## src/rtl/noc_traffic_monitor.sv

```systemverilog
// -----------------------------------------------------------------------------
// noc_traffic_monitor
//
// Purpose:
//   Snoops every PE ejection handshake of the HNoC and gathers per-run traffic
//   statistics on silicon: accepted packet count against a programmable
//   completion target, per-packet latency (sum and maximum) derived from an
//   injection timestamp carried in the payload, routing correctness of each
//   ejected flit, and cycles elapsed in the run for throughput calculation.
//
// Ports:
//   clk100        clock
//   rst           synchronous, active-high reset
//   i_start       one-cycle pulse arming a measurement run (ignored in RUN)
//   i_valid       ejection valid, bit k = PE k
//   i_ready       ejection ready, bit k = PE k
//   i_data        flattened flits, slice k = {dest[ADDR_WIDTH-1:0], payload}
//   o_timestamp   free-running cycle count used by PEs to stamp payloads
//   o_busy        high while a run is in progress
//   o_done        high once the completion target has been reached
//   o_total_pkts  accepted packets this run (saturating)
//   o_elapsed     cycles spent in RUN (saturating)
//   o_lat_sum     sum of packet latencies (saturating)
//   o_lat_max     largest packet latency
//   o_overrun     sticky: accepted packets exceeded the target
//   o_addr_err    sticky: a flit was ejected on the wrong channel
//   o_err_chan    lowest channel index of the first address error
// -----------------------------------------------------------------------------
module noc_traffic_monitor #(
  parameter int NUM_PE     = 16,
  parameter int DATA_WIDTH = 32,
  parameter int ADDR_WIDTH = $clog2(NUM_PE),
  parameter int PKT_LIMIT  = 100,
  parameter int TS_WIDTH   = 16,
  parameter int CNT_WIDTH  = 32,
  parameter int LSUM_WIDTH = 48
) (
  input  logic                                     clk100,
  input  logic                                     rst,
  input  logic                                     i_start,
  input  logic [NUM_PE-1:0]                        i_valid,
  input  logic [NUM_PE-1:0]                        i_ready,
  input  logic [NUM_PE*(DATA_WIDTH+ADDR_WIDTH)-1:0] i_data,
  output logic [TS_WIDTH-1:0]                      o_timestamp,
  output logic                                     o_busy,
  output logic                                     o_done,
  output logic [CNT_WIDTH-1:0]                     o_total_pkts,
  output logic [CNT_WIDTH-1:0]                     o_elapsed,
  output logic [LSUM_WIDTH-1:0]                    o_lat_sum,
  output logic [TS_WIDTH-1:0]                      o_lat_max,
  output logic                                     o_overrun,
  output logic                                     o_addr_err,
  output logic [ADDR_WIDTH-1:0]                    o_err_chan
);

  localparam int SLICE_W = DATA_WIDTH + ADDR_WIDTH;
  localparam int BEAT_W  = $clog2(NUM_PE + 1);
  localparam logic [CNT_WIDTH:0] TARGET_C = (CNT_WIDTH+1)'(NUM_PE * PKT_LIMIT);

  typedef enum logic [1:0] {
    S_IDLE = 2'd0,
    S_RUN  = 2'd1,
    S_DONE = 2'd2
  } state_t;

  state_t                  state_r;
  logic [TS_WIDTH-1:0]     ts_r;
  logic                    busy_r;
  logic                    done_r;
  logic [CNT_WIDTH-1:0]    total_r;
  logic [CNT_WIDTH-1:0]    elapsed_r;
  logic [LSUM_WIDTH-1:0]   lat_sum_r;
  logic [TS_WIDTH-1:0]     lat_max_r;
  logic                    overrun_r;
  logic                    addr_err_r;
  logic [ADDR_WIDTH-1:0]   err_chan_r;

  // Per-channel decode of the snooped handshake and flit.
  logic [NUM_PE-1:0]       acc_s;
  logic [TS_WIDTH-1:0]     lat_s  [NUM_PE];
  logic [ADDR_WIDTH-1:0]   dest_s [NUM_PE];

  // Per-cycle reductions over all channels.
  logic [BEAT_W-1:0]       beats_s;
  logic [LSUM_WIDTH-1:0]   lsum_cyc_s;
  logic [TS_WIDTH-1:0]     lmax_cyc_s;
  logic                    bad_s;
  logic [ADDR_WIDTH-1:0]   bad_chan_s;

  // One extra bit on each running total exposes the carry used to saturate.
  logic [CNT_WIDTH:0]      tot_wide_s;
  logic [CNT_WIDTH:0]      elap_wide_s;
  logic [LSUM_WIDTH:0]     lsum_wide_s;
  logic [CNT_WIDTH-1:0]    tot_sat_s;
  logic [CNT_WIDTH-1:0]    elap_sat_s;
  logic [LSUM_WIDTH-1:0]   lsum_sat_s;
  logic                    complete_s;
  logic                    over_s;
  logic                    any_beat_s;

  // Payload bits above the timestamp are not inspected; folded here so the
  // whole input bus is visibly consumed.
  logic                    unused_data_s;
  assign unused_data_s = ^i_data;

  for (genvar g = 0; g < NUM_PE; g++) begin : g_chan
    assign acc_s[g]  = i_valid[g] & i_ready[g];
    assign dest_s[g] = i_data[g*SLICE_W + DATA_WIDTH +: ADDR_WIDTH];
    // Unsigned modular subtract handles timestamp wrap-around.
    assign lat_s[g]  = ts_r - i_data[g*SLICE_W +: TS_WIDTH];
  end

  // Reduce accepted beats: count, latency sum, latency max, lowest misrouted channel.
  always_comb begin
    beats_s    = '0;
    lsum_cyc_s = '0;
    lmax_cyc_s = '0;
    bad_s      = 1'b0;
    bad_chan_s = '0;
    for (int k = 0; k < NUM_PE; k++) begin
      if (acc_s[k]) begin
        beats_s    = beats_s + BEAT_W'(1'b1);
        lsum_cyc_s = lsum_cyc_s + LSUM_WIDTH'(lat_s[k]);
        if (lat_s[k] > lmax_cyc_s) begin
          lmax_cyc_s = lat_s[k];
        end else begin
          lmax_cyc_s = lmax_cyc_s;
        end
        // Scanning upwards, only the first mismatch is kept.
        if (!bad_s && (dest_s[k] != ADDR_WIDTH'(k))) begin
          bad_s      = 1'b1;
          bad_chan_s = ADDR_WIDTH'(k);
        end else begin
          bad_s      = bad_s;
          bad_chan_s = bad_chan_s;
        end
      end else begin
        beats_s = beats_s;
      end
    end
  end

  // Saturating next values and completion/overshoot decisions.
  always_comb begin
    tot_wide_s  = {1'b0, total_r} + {{(CNT_WIDTH+1-BEAT_W){1'b0}}, beats_s};
    elap_wide_s = {1'b0, elapsed_r} + {{CNT_WIDTH{1'b0}}, 1'b1};
    lsum_wide_s = {1'b0, lat_sum_r} + {1'b0, lsum_cyc_s};
    tot_sat_s   = tot_wide_s[CNT_WIDTH]   ? {CNT_WIDTH{1'b1}}  : tot_wide_s[CNT_WIDTH-1:0];
    elap_sat_s  = elap_wide_s[CNT_WIDTH]  ? {CNT_WIDTH{1'b1}}  : elap_wide_s[CNT_WIDTH-1:0];
    lsum_sat_s  = lsum_wide_s[LSUM_WIDTH] ? {LSUM_WIDTH{1'b1}} : lsum_wide_s[LSUM_WIDTH-1:0];
    // Compared on the unsaturated sum so a whole overshooting cycle is seen.
    complete_s  = (tot_wide_s >= TARGET_C);
    over_s      = (tot_wide_s > TARGET_C);
    any_beat_s  = |acc_s;
  end

  // Free-running timestamp, counting in every state.
  always_ff @(posedge clk100) begin
    if (rst) begin
      ts_r <= '0;
    end else begin
      ts_r <= ts_r + TS_WIDTH'(1'b1);
    end
  end

  // Run control FSM together with all statistics registers.
  always_ff @(posedge clk100) begin
    if (rst) begin
      state_r    <= S_IDLE;
      busy_r     <= 1'b0;
      done_r     <= 1'b0;
      total_r    <= '0;
      elapsed_r  <= '0;
      lat_sum_r  <= '0;
      lat_max_r  <= '0;
      overrun_r  <= 1'b0;
      addr_err_r <= 1'b0;
      err_chan_r <= '0;
    end else if (i_start && (state_r != S_RUN)) begin
      state_r    <= S_RUN;
      busy_r     <= 1'b1;
      done_r     <= 1'b0;
      total_r    <= '0;
      elapsed_r  <= '0;
      lat_sum_r  <= '0;
      lat_max_r  <= '0;
      overrun_r  <= 1'b0;
      addr_err_r <= 1'b0;
      err_chan_r <= '0;
    end else begin
      case (state_r)
        S_IDLE: begin
          state_r <= S_IDLE;
        end
        S_RUN: begin
          elapsed_r <= elap_sat_s;
          total_r   <= tot_sat_s;
          lat_sum_r <= lsum_sat_s;
          if (lmax_cyc_s > lat_max_r) begin
            lat_max_r <= lmax_cyc_s;
          end
          if (bad_s && !addr_err_r) begin
            addr_err_r <= 1'b1;
            err_chan_r <= bad_chan_s;
          end
          if (complete_s) begin
            state_r <= S_DONE;
            busy_r  <= 1'b0;
            done_r  <= 1'b1;
            if (over_s) begin
              overrun_r <= 1'b1;
            end
          end
        end
        S_DONE: begin
          // Statistics are frozen; any further ejection is an overrun.
          if (any_beat_s) begin
            overrun_r <= 1'b1;
          end
        end
        default: begin
          state_r <= S_IDLE;
          busy_r  <= 1'b0;
          done_r  <= 1'b0;
        end
      endcase
    end
  end

  assign o_timestamp  = ts_r;
  assign o_busy       = busy_r;
  assign o_done       = done_r;
  assign o_total_pkts = total_r;
  assign o_elapsed    = elapsed_r;
  assign o_lat_sum    = lat_sum_r;
  assign o_lat_max    = lat_max_r;
  assign o_overrun    = overrun_r;
  assign o_addr_err   = addr_err_r;
  assign o_err_chan   = err_chan_r;

endmodule

```

## config.mk

```make
export PLATFORM = sky130hd
export DESIGN_NAME = noc_traffic_monitor
export DESIGN_NICKNAME = d
export VERILOG_FILES = /design/src/rtl/noc_traffic_monitor.sv
export SDC_FILE = /design/constraint.sdc
export NUM_CORES = 2
export LEC_CHECK = 0
export CORE_ASPECT_RATIO = 1.1
export CORE_MARGIN = 8
export CORE_UTILIZATION = 55
export CTS_BUF_LIST = sky130_fd_sc_hd__clkbuf_16
export CTS_CLUSTER_DIAMETER = 80
export DETAILED_ROUTE_END_ITERATION = 8
export PLACE_DENSITY = 0.83
export REMOVE_ABC_BUFFERS = 1
export SLEW_MARGIN = 25
export SYNTH_ARGS = -nofsm -noshare
export SYNTH_HDL_FRONTEND = slang
export SYNTH_SLANG_ARGS = --single-unit
```

## constraint.sdc

```tcl
create_clock -name clk100 -period 91.8 [get_ports clk100]
set_clock_uncertainty 0.1 [all_clocks]
set_input_delay 18.36 -clock clk100 [delete_from_list [all_inputs] [get_ports clk100]]
set_output_delay 18.36 -clock clk100 [all_outputs]
set_load 0.01 [all_outputs]
```

# After elaboration in Yosys (flattened, before gate mapping)
# Cells that the tools add are included.
# Widths: inputs -> output; s select.
dict set report word_totals {
  ff_bits 154
  inputBits 611
  output_inout_bits 152
  word_cells 310
}
dict set report classes {
  addsub 50
  n_lt_le_gt_ge 19
  eq_ne 24
  mux 141
  bitwise_logic 18
  n_reduce_logical 46
}
# op count
set op_table {}
lappend op_table {{$mux 48} 15}
lappend op_table {{$add 48x16->48} 14}
lappend op_table {{$mux 16} 33}
lappend op_table {{$gt 16x16->1} 16}
lappend op_table {{$sub 16x16->16} 16}
lappend op_table {{$mux 4} 28}
lappend op_table {{$add 5x1->5 const B} 15}
lappend op_table {{$mux 5} 15}
lappend op_table {{$mux 32} 2}
lappend op_table {{$add 48x48->49} 1}
lappend op_table {{$mux 1} 42}
lappend op_table {{$add 32x1->33 const B} 1}
lappend op_table {{$add 32x5->33} 1}
lappend op_table {{$ge 33x11->1 const B} 1}
lappend op_table {{$gt 33x11->1 const B} 1}
lappend op_table {{$ne 4x4->1 const B} 8}
lappend op_table {{$add 16x16->17} 1}
lappend op_table {{$logic_and 1x1->1} 17}
lappend op_table {{$mux 17} 1}
lappend op_table {{$add 16x1->16 const B} 1}
lappend op_table {{$and 1x1->1} 16}
lappend op_table {{$gt 16x1->1 const B} 1}
lappend op_table {{$logic_not 1->1} 16}
lappend op_table {{$ne 4x3->1 const B} 4}
lappend op_table {{other kinds (18)} 32}

# Depth between registers and ports, before layout
dict set report depth {
  depth_word 65
  ltp_mapped 266
  mapped_depth_nobuf 242
}

# Worst setup path before layout
# OpenSTA, ideal clock, no wires.
dict set report synth_path {
  kind {input -> register}
  from {input port i_data[0]}
  to {register lat_max_r[0] (netlist: o_lat_max[0])}
  setup_time_ns 0.129
  t_arrival_ns 59.864
  t_required_ns 91.571
  setup_slack_ns 31.707
  stages 253
  n_path_buf 29
  cell_sequence {ha_1 fa_1 nor2b_1 o21ai_0 a21boi_0 o21ai_0 a211oi_1 nor4_1 o31ai_1 xnor2_1 nor2_1 inv_1 ha_1 nand4_1 or4_4 a311o_1 and3_4 nor2_1 [217 not listed] a21oi_1 a221oi_1 clkbuf_1 clkbuf_1 clkbuf_1 nand2_1 o21ai_0 ha_1 a21o_1 a21o_1 a21oi_1 nor2_1 a211oi_1 a221o_1 clkbuf_1 or3_1 clkbuf_1 o21ai_0}
}
dict set report synth_via {
  elab_chain_cells 51
}
# element line
set synth_rtl {}
lappend synth_rtl {{from (decl)} 43} ;# input logic [NUM_PE*(DATA_WIDTH+ADDR_WIDTH)-1:0] i_data,
lappend synth_rtl {{$sub 16x16->16 *} 110} ;# assign lat_s[g] = ts_r - i_data[g*SLICE_W +: TS_WIDTH];
lappend synth_rtl {{$gt 16x1->1} 124} ;# if (lat_s[k] > lmax_cyc_s) begin
lappend synth_rtl {{$mux 16 *} 124}
lappend synth_rtl {{$mux 16 *} 121} ;# if (acc_s[k]) begin
lappend synth_rtl {{$gt 16x16->1} 124}
lappend synth_rtl {{$mux 16} 124}
lappend synth_rtl {{$mux 16 *} 121}
lappend synth_rtl {{$gt 16x16->1} 124}
lappend synth_rtl {{[36 not listed]} n/a}
lappend synth_rtl {{$mux 16} 124}
lappend synth_rtl {{$mux 16 *} 121}
lappend synth_rtl {{$gt 16x16->1} 124}
lappend synth_rtl {{$mux 16} 124}
lappend synth_rtl {{$mux 16 *} 121}
lappend synth_rtl {{net lmax_cyc_s[9]} 86} ;# logic [TS_WIDTH-1:0] lmax_cyc_s;
lappend synth_rtl {{$gt 16x16->1 *} 199} ;# if (lmax_cyc_s > lat_max_r) begin
lappend synth_rtl {{$reduce_and 2->1 (no line) *} n/a}
lappend synth_rtl {{to (signal assigned)} 200} ;# lat_max_r <= lmax_cyc_s;
lappend synth_rtl {{to (decl)} 73} ;# logic [TS_WIDTH-1:0] lat_max_r;
# The timed path passes the listed nets; every way through them passes the cells marked *.
# A chain may end at the register's enable or synchronous reset.

# Worst setup path after layout
dict set report layout_path {
  from {input port i_data[1]}
  to {register lat_max_r[0] (netlist: o_lat_max[0])}
}
# The elaborated chain is that of the path after synthesis.

==> impl_metrics.prom <==
# TYPE chip_impl_metric gauge
chip_impl_info{name="status",value="finished, final reports clean"} 1
chip_impl_metric{name="detailroute.via_count",unit=""} 46600
chip_impl_metric{name="powerDensity",unit="nW/µm²"} 32.6
chip_impl_metric{name="hold_buffers",unit=""} 0
chip_impl_info{name="worst_path_dominant_cell_family",value="compound AO/OA/AOI/OAI gates"} 1
chip_impl_metric{name="drv.max_cap_violation_count",unit=""} 0
chip_impl_info{name="cp_common_cell",value="sky130_fd_sc_hd__a21oi_1"} 1
chip_impl_info{name="timing.critical_path.from_type",value="input port"} 1
chip_impl_metric{name="rows",unit=""} 108
chip_impl_metric{name="drc",unit=""} 0
chip_impl_metric{name="placement.io_buffers",unit=""} 506
chip_impl_metric{name="die_footprint",unit="µm²"} 88800
chip_impl_metric{name="drt-vias-per-instance",unit=""} 6.14
chip_impl_info{name="cts.root.buffer_cell",value="sky130_fd_sc_hd__clkbuf_16"} 1
chip_impl_metric{name="fin_crit",unit="ns"} 68.42
chip_impl_metric{name="clkLatencyLatePin",unit="ns"} 0.44
chip_impl_info{name="grt_setup_unrepaired",value="false"} 1
chip_impl_metric{name="syn_avg_cell_area",unit="µm²"} 7.18
chip_impl_metric{name="grtUsageMet1",unit="%"} 40.1
chip_impl_info{name="synth_flop_cell",value="sky130_fd_sc_hd__dfxtp_1"} 1
chip_impl_metric{name="worst-path-max-fanout",unit=""} 38
chip_impl_metric{name="fp.dieW",unit="µm"} 285
chip_impl_metric{name="first_global_vias",unit=""} 44900
chip_impl_info{name="timing.hold.worst.class",value="reg -> reg"} 1
chip_impl_metric{name="arrival",unit="ns"} 68.63
chip_impl_metric{name="fp.coreArea",unit="µm²"} 78800
chip_impl_metric{name="timing.critical_path.required",unit="ns"} 92.00
chip_impl_metric{name="path_clk_slew",unit="ns"} 0.06
chip_impl_metric{name="globalRoute.totalOverflow",unit=""} 0
chip_impl_metric{name="dieHeight",unit="µm"} 312
chip_impl_metric{name="cts_max_level",unit=""} 4
chip_impl_metric{name="worst_supply_voltage_drop_on_vdd",unit="µV"} 43.2
chip_impl_info{name="path_class",value="in -> reg"} 1
chip_impl_metric{name="multi_input_comb_area",unit="µm²"} 37600
chip_impl_metric{name="synth_seq_cells",unit=""} 154
chip_impl_metric{name="setup_viol",unit=""} 0
chip_impl_metric{name="num_io_pins",unit=""} 763
chip_impl_metric{name="avgRoutedWirePerCell",unit="µm"} 20.7
chip_impl_metric{name="grt_use_total",unit="%"} 33.4
chip_impl_metric{name="worstMarginPinSlew",unit="ns"} 1.05
chip_impl_metric{name="fillers",unit=""} 7032
chip_impl_metric{name="finalMaxSlewViolations",unit=""} 0
chip_impl_metric{name="setup_tns",unit="ns"} 0
chip_impl_metric{name="postSynth.asyncResetShare",unit="%"} 0
chip_impl_metric{name="dpl.cell_count",unit=""} 7561
chip_impl_metric{name="leakagePower",unit="nW"} 23.5
chip_impl_metric{name="cts_made_buffers",unit=""} 17
chip_impl_metric{name="grt_first_pass_wirelength",unit="mm"} 242
chip_impl_metric{name="cts_buffer_depth",unit=""} 2
chip_impl_metric{name="fraction_of_the_yosys_area_taken_by_sequential_cells",unit="%"} 7.05
chip_impl_metric{name="final_util",unit="%"} 64.3
chip_impl_metric{name="seq_area",unit="µm²"} 3100
chip_impl_metric{name="finalHoldViolations",unit=""} 0
chip_impl_metric{name="ys_warn_count",unit=""} 0
chip_impl_metric{name="timing.fmax",unit="GHz"} 0.0146
chip_impl_metric{name="cts.repair_timing.setup_buffer_count",unit=""} 0
chip_impl_metric{name="grt_max_degree",unit=""} 79
chip_impl_info{name="top_usage_layer",value="met2"} 1
chip_impl_metric{name="detail_route.iter0.violations",unit=""} 3829
chip_impl_info{name="cts_tree",value="built"} 1
chip_impl_metric{name="max-slew-margin-rel",unit="%"} 29.1
chip_impl_metric{name="post_cts_resized",unit=""} 0
chip_impl_metric{name="synth_edf_count",unit=""} 0
chip_impl_metric{name="grtUsageMet3",unit="%"} 4.26
chip_impl_metric{name="groute.layer.met2.usage",unit="%"} 57.7
chip_impl_metric{name="area_growth_syn_to_layout",unit="%"} 15.8
chip_impl_metric{name="antenna_left",unit=""} 0
chip_impl_metric{name="finalWirelength",unit="mm"} 157
chip_impl_metric{name="clock-sinks",unit=""} 154
chip_impl_metric{name="synthDistinctLibCells",unit=""} 107
chip_impl_metric{name="initial_utilization",unit="%"} 55.5
chip_impl_metric{name="critical_path.max_stage_delay",unit="ns"} 0.84
chip_impl_metric{name="finalNonFillerCells",unit=""} 7600
chip_impl_metric{name="num-nets-final",unit=""} 7956
chip_impl_metric{name="fin_hold_ws",unit="ns"} 0.402
chip_impl_metric{name="buffers_inverters_on_critical_path",unit=""} 14
chip_impl_info{name="worst_path_max_delay_cell",value="sky130_fd_sc_hd__a2111oi_0"} 1
chip_impl_metric{name="synthesis.area",unit="µm²"} 43700
chip_impl_info{name="timing.critical_path.to_type",value="register"} 1
chip_impl_metric{name="antenna_found_initial",unit=""} 9
chip_impl_metric{name="finalWeightedCongestion",unit=""} 1.01
chip_impl_metric{name="place_hpwl",unit="mm"} 130
chip_impl_metric{name="detailedRoute.firstPassIterationCount",unit=""} 6
chip_impl_metric{name="post-route-period-util",unit="%"} 74.5
chip_impl_metric{name="synthCells",unit=""} 6090
chip_impl_metric{name="post_route_cells_drive_above_1_share",unit="%"} 4.98
==> tightest hold or removal path: stages (launching register included) <==
cell and delay, ns:
sky130_fd_sc_hd__dfxtp_1 0.31, sky130_fd_sc_hd__nor2_1 0.09, sky130_fd_sc_hd__nor3_1 0.05
==> cell usage in the layout, fill, tap and decap left out, types with 30 or more instances in the layout <==
| cell | instances |
|---|---|
| sky130_fd_sc_hd__or2_2 | 33 |
| sky130_fd_sc_hd__a21o_1 | 175 |
| sky130_fd_sc_hd__and3_1 | 65 |
| sky130_fd_sc_hd__xnor2_1 | 368 |
| sky130_fd_sc_hd__a21boi_0 | 34 |
| sky130_fd_sc_hd__ha_1 | 777 |
| sky130_fd_sc_hd__nand4_1 | 67 |
| sky130_fd_sc_hd__dfxtp_1 | 140 |
| sky130_fd_sc_hd__o21a_1 | 89 |
| sky130_fd_sc_hd__fa_1 | 33 |
| sky130_fd_sc_hd__a21oi_1 | 565 |
| sky130_fd_sc_hd__nor3_1 | 137 |
| sky130_fd_sc_hd__buf_4 | 56 |
| sky130_fd_sc_hd__o21ai_0 | 378 |
| sky130_fd_sc_hd__nand2_1 | 404 |
| sky130_fd_sc_hd__o31ai_1 | 35 |
| sky130_fd_sc_hd__mux2i_1 | 76 |
| sky130_fd_sc_hd__clkdlybuf4s50_1 | 506 |
| sky130_fd_sc_hd__and2_1 | 65 |
| sky130_fd_sc_hd__a31oi_1 | 69 |
| sky130_fd_sc_hd__nand2b_1 | 79 |
| sky130_fd_sc_hd__a211oi_1 | 70 |
| sky130_fd_sc_hd__o21bai_1 | 124 |
| sky130_fd_sc_hd__nand3_1 | 144 |
| sky130_fd_sc_hd__xor2_1 | 156 |
| sky130_fd_sc_hd__nor2_1 | 503 |
| sky130_fd_sc_hd__inv_1 | 669 |
| sky130_fd_sc_hd__nor2b_1 | 108 |
| sky130_fd_sc_hd__mux2_2 | 131 |
| sky130_fd_sc_hd__or3_1 | 30 |
==> cells by family after synthesis <==
kind of cell / Yosys count / share of synthesized area, %
flip-flops: 154 / 7.05
multiplexers: 216 / 5.50
other: 1 / 0.00858
XOR/XNOR: 529 / 10.7
AO/OA/AOI/OAI: 1836 / 26.7
AND/OR/NAND/NOR: 1726 / 19.1
adder cells (fa/ha/maj): 814 / 23.8
buffers and inverters: 814 / 7.06
==> state kept, by name, summed over array words and instances (netlist names) <==
name          count
o_addr_err        1
o_busy            1
o_done            1
o_elapsed        32
o_err_chan        4
o_lat_max        16
o_lat_sum        48
o_overrun         1
o_timestamp      16
o_total_pkts     32
state_r           2
==> metal layers <==
layer  wire length [µm]  share of wire [%]
met1              63600                 40
met2              73400                 47
met3              10700                6.8
met4               9470                6.0
met5                 13             0.0083
==> synthesized netlist by cell type (all sizes together), types with 10 or more instances <==
cell / count / share of area (%)
fa: 33 / 1.5
nor2: 505 / 4.3
o41ai: 11 / 0.24
inv: 670 / 5.8
o31ai: 36 / 0.63
nand4: 67 / 0.96
o21ai: 400 / 4.6
clkbuf: 118 / 1.0
o21bai: 124 / 2.1
ha: 777 / 22
nand2b: 79 / 1.1
o21a: 89 / 1.5
dfxtp: 154 / 7.0
or3: 30 / 0.43
mux2i: 81 / 2.0
nor2b: 108 / 1.5
a211oi: 73 / 1.3
xnor2: 370 / 7.4
a31oi: 71 / 1.1
o311a: 10 / 0.23
xor2: 156 / 3.1
o22ai: 19 / 0.27
a211o: 16 / 0.34
o211ai: 29 / 0.50
a21o: 176 / 3.0
and3: 67 / 0.98
nand2: 404 / 3.5
buf: 25 / 0.29
and2: 68 / 0.97
a21boi: 34 / 0.58
a21oi: 572 / 6.6
a41oi: 12 / 0.24
o211a: 10 / 0.23
nor3: 140 / 1.6
a221oi: 10 / 0.23
or2: 33 / 0.47
nor4: 20 / 0.29
o2111ai: 16 / 0.33
a311oi: 22 / 0.45
nand3: 145 / 1.7
mux2: 135 / 3.5
==> power breakdown <==
group	switching (mW)	internal (mW)	total [mW]
Sequential	0.00502	0.0728	0.0778
Combinational	0.847	0.656	1.50
Clock	0.0316	0.0373	0.0689
Total	0.884	0.766	1.65
==> final timing paths <==
kind,to,slack [ns],depth (start not counted),start
max,o_lat_max[0],23.38,240,i_data[1]
min,o_err_chan[1],0.40,2,o_err_chan[1]
max reg2reg,o_lat_max[0],40.77,241,o_timestamp[0]
min reg2reg,o_err_chan[1],0.40,2,o_err_chan[1]
==> layout make-up <==
class,count,area share (%)
sequential,154,6.12
timing repair buffer,562,10.8
antenna,8,0.0395
tap,1045,2.58
inverter,671,4.97
clock inverter,14,0.245
clock buffer,17,0.840
multi-input combinational,5129,74.4
==> through the flow <==
step / total power, mW / cell area, µm² / worst slack (ns)
detailed placement: 1.54 / 50100 / 24.44
finish: 1.65 / 50600 / 23.38
global placement: 1.50 / 50100 / 25.12
global route: 1.82 / 50600 / 19.84
CTS: 1.62 / 50600 / 24.73
floorplan: 1.21 / 43200 / 27.55
(Power assumes the default switching activity.)
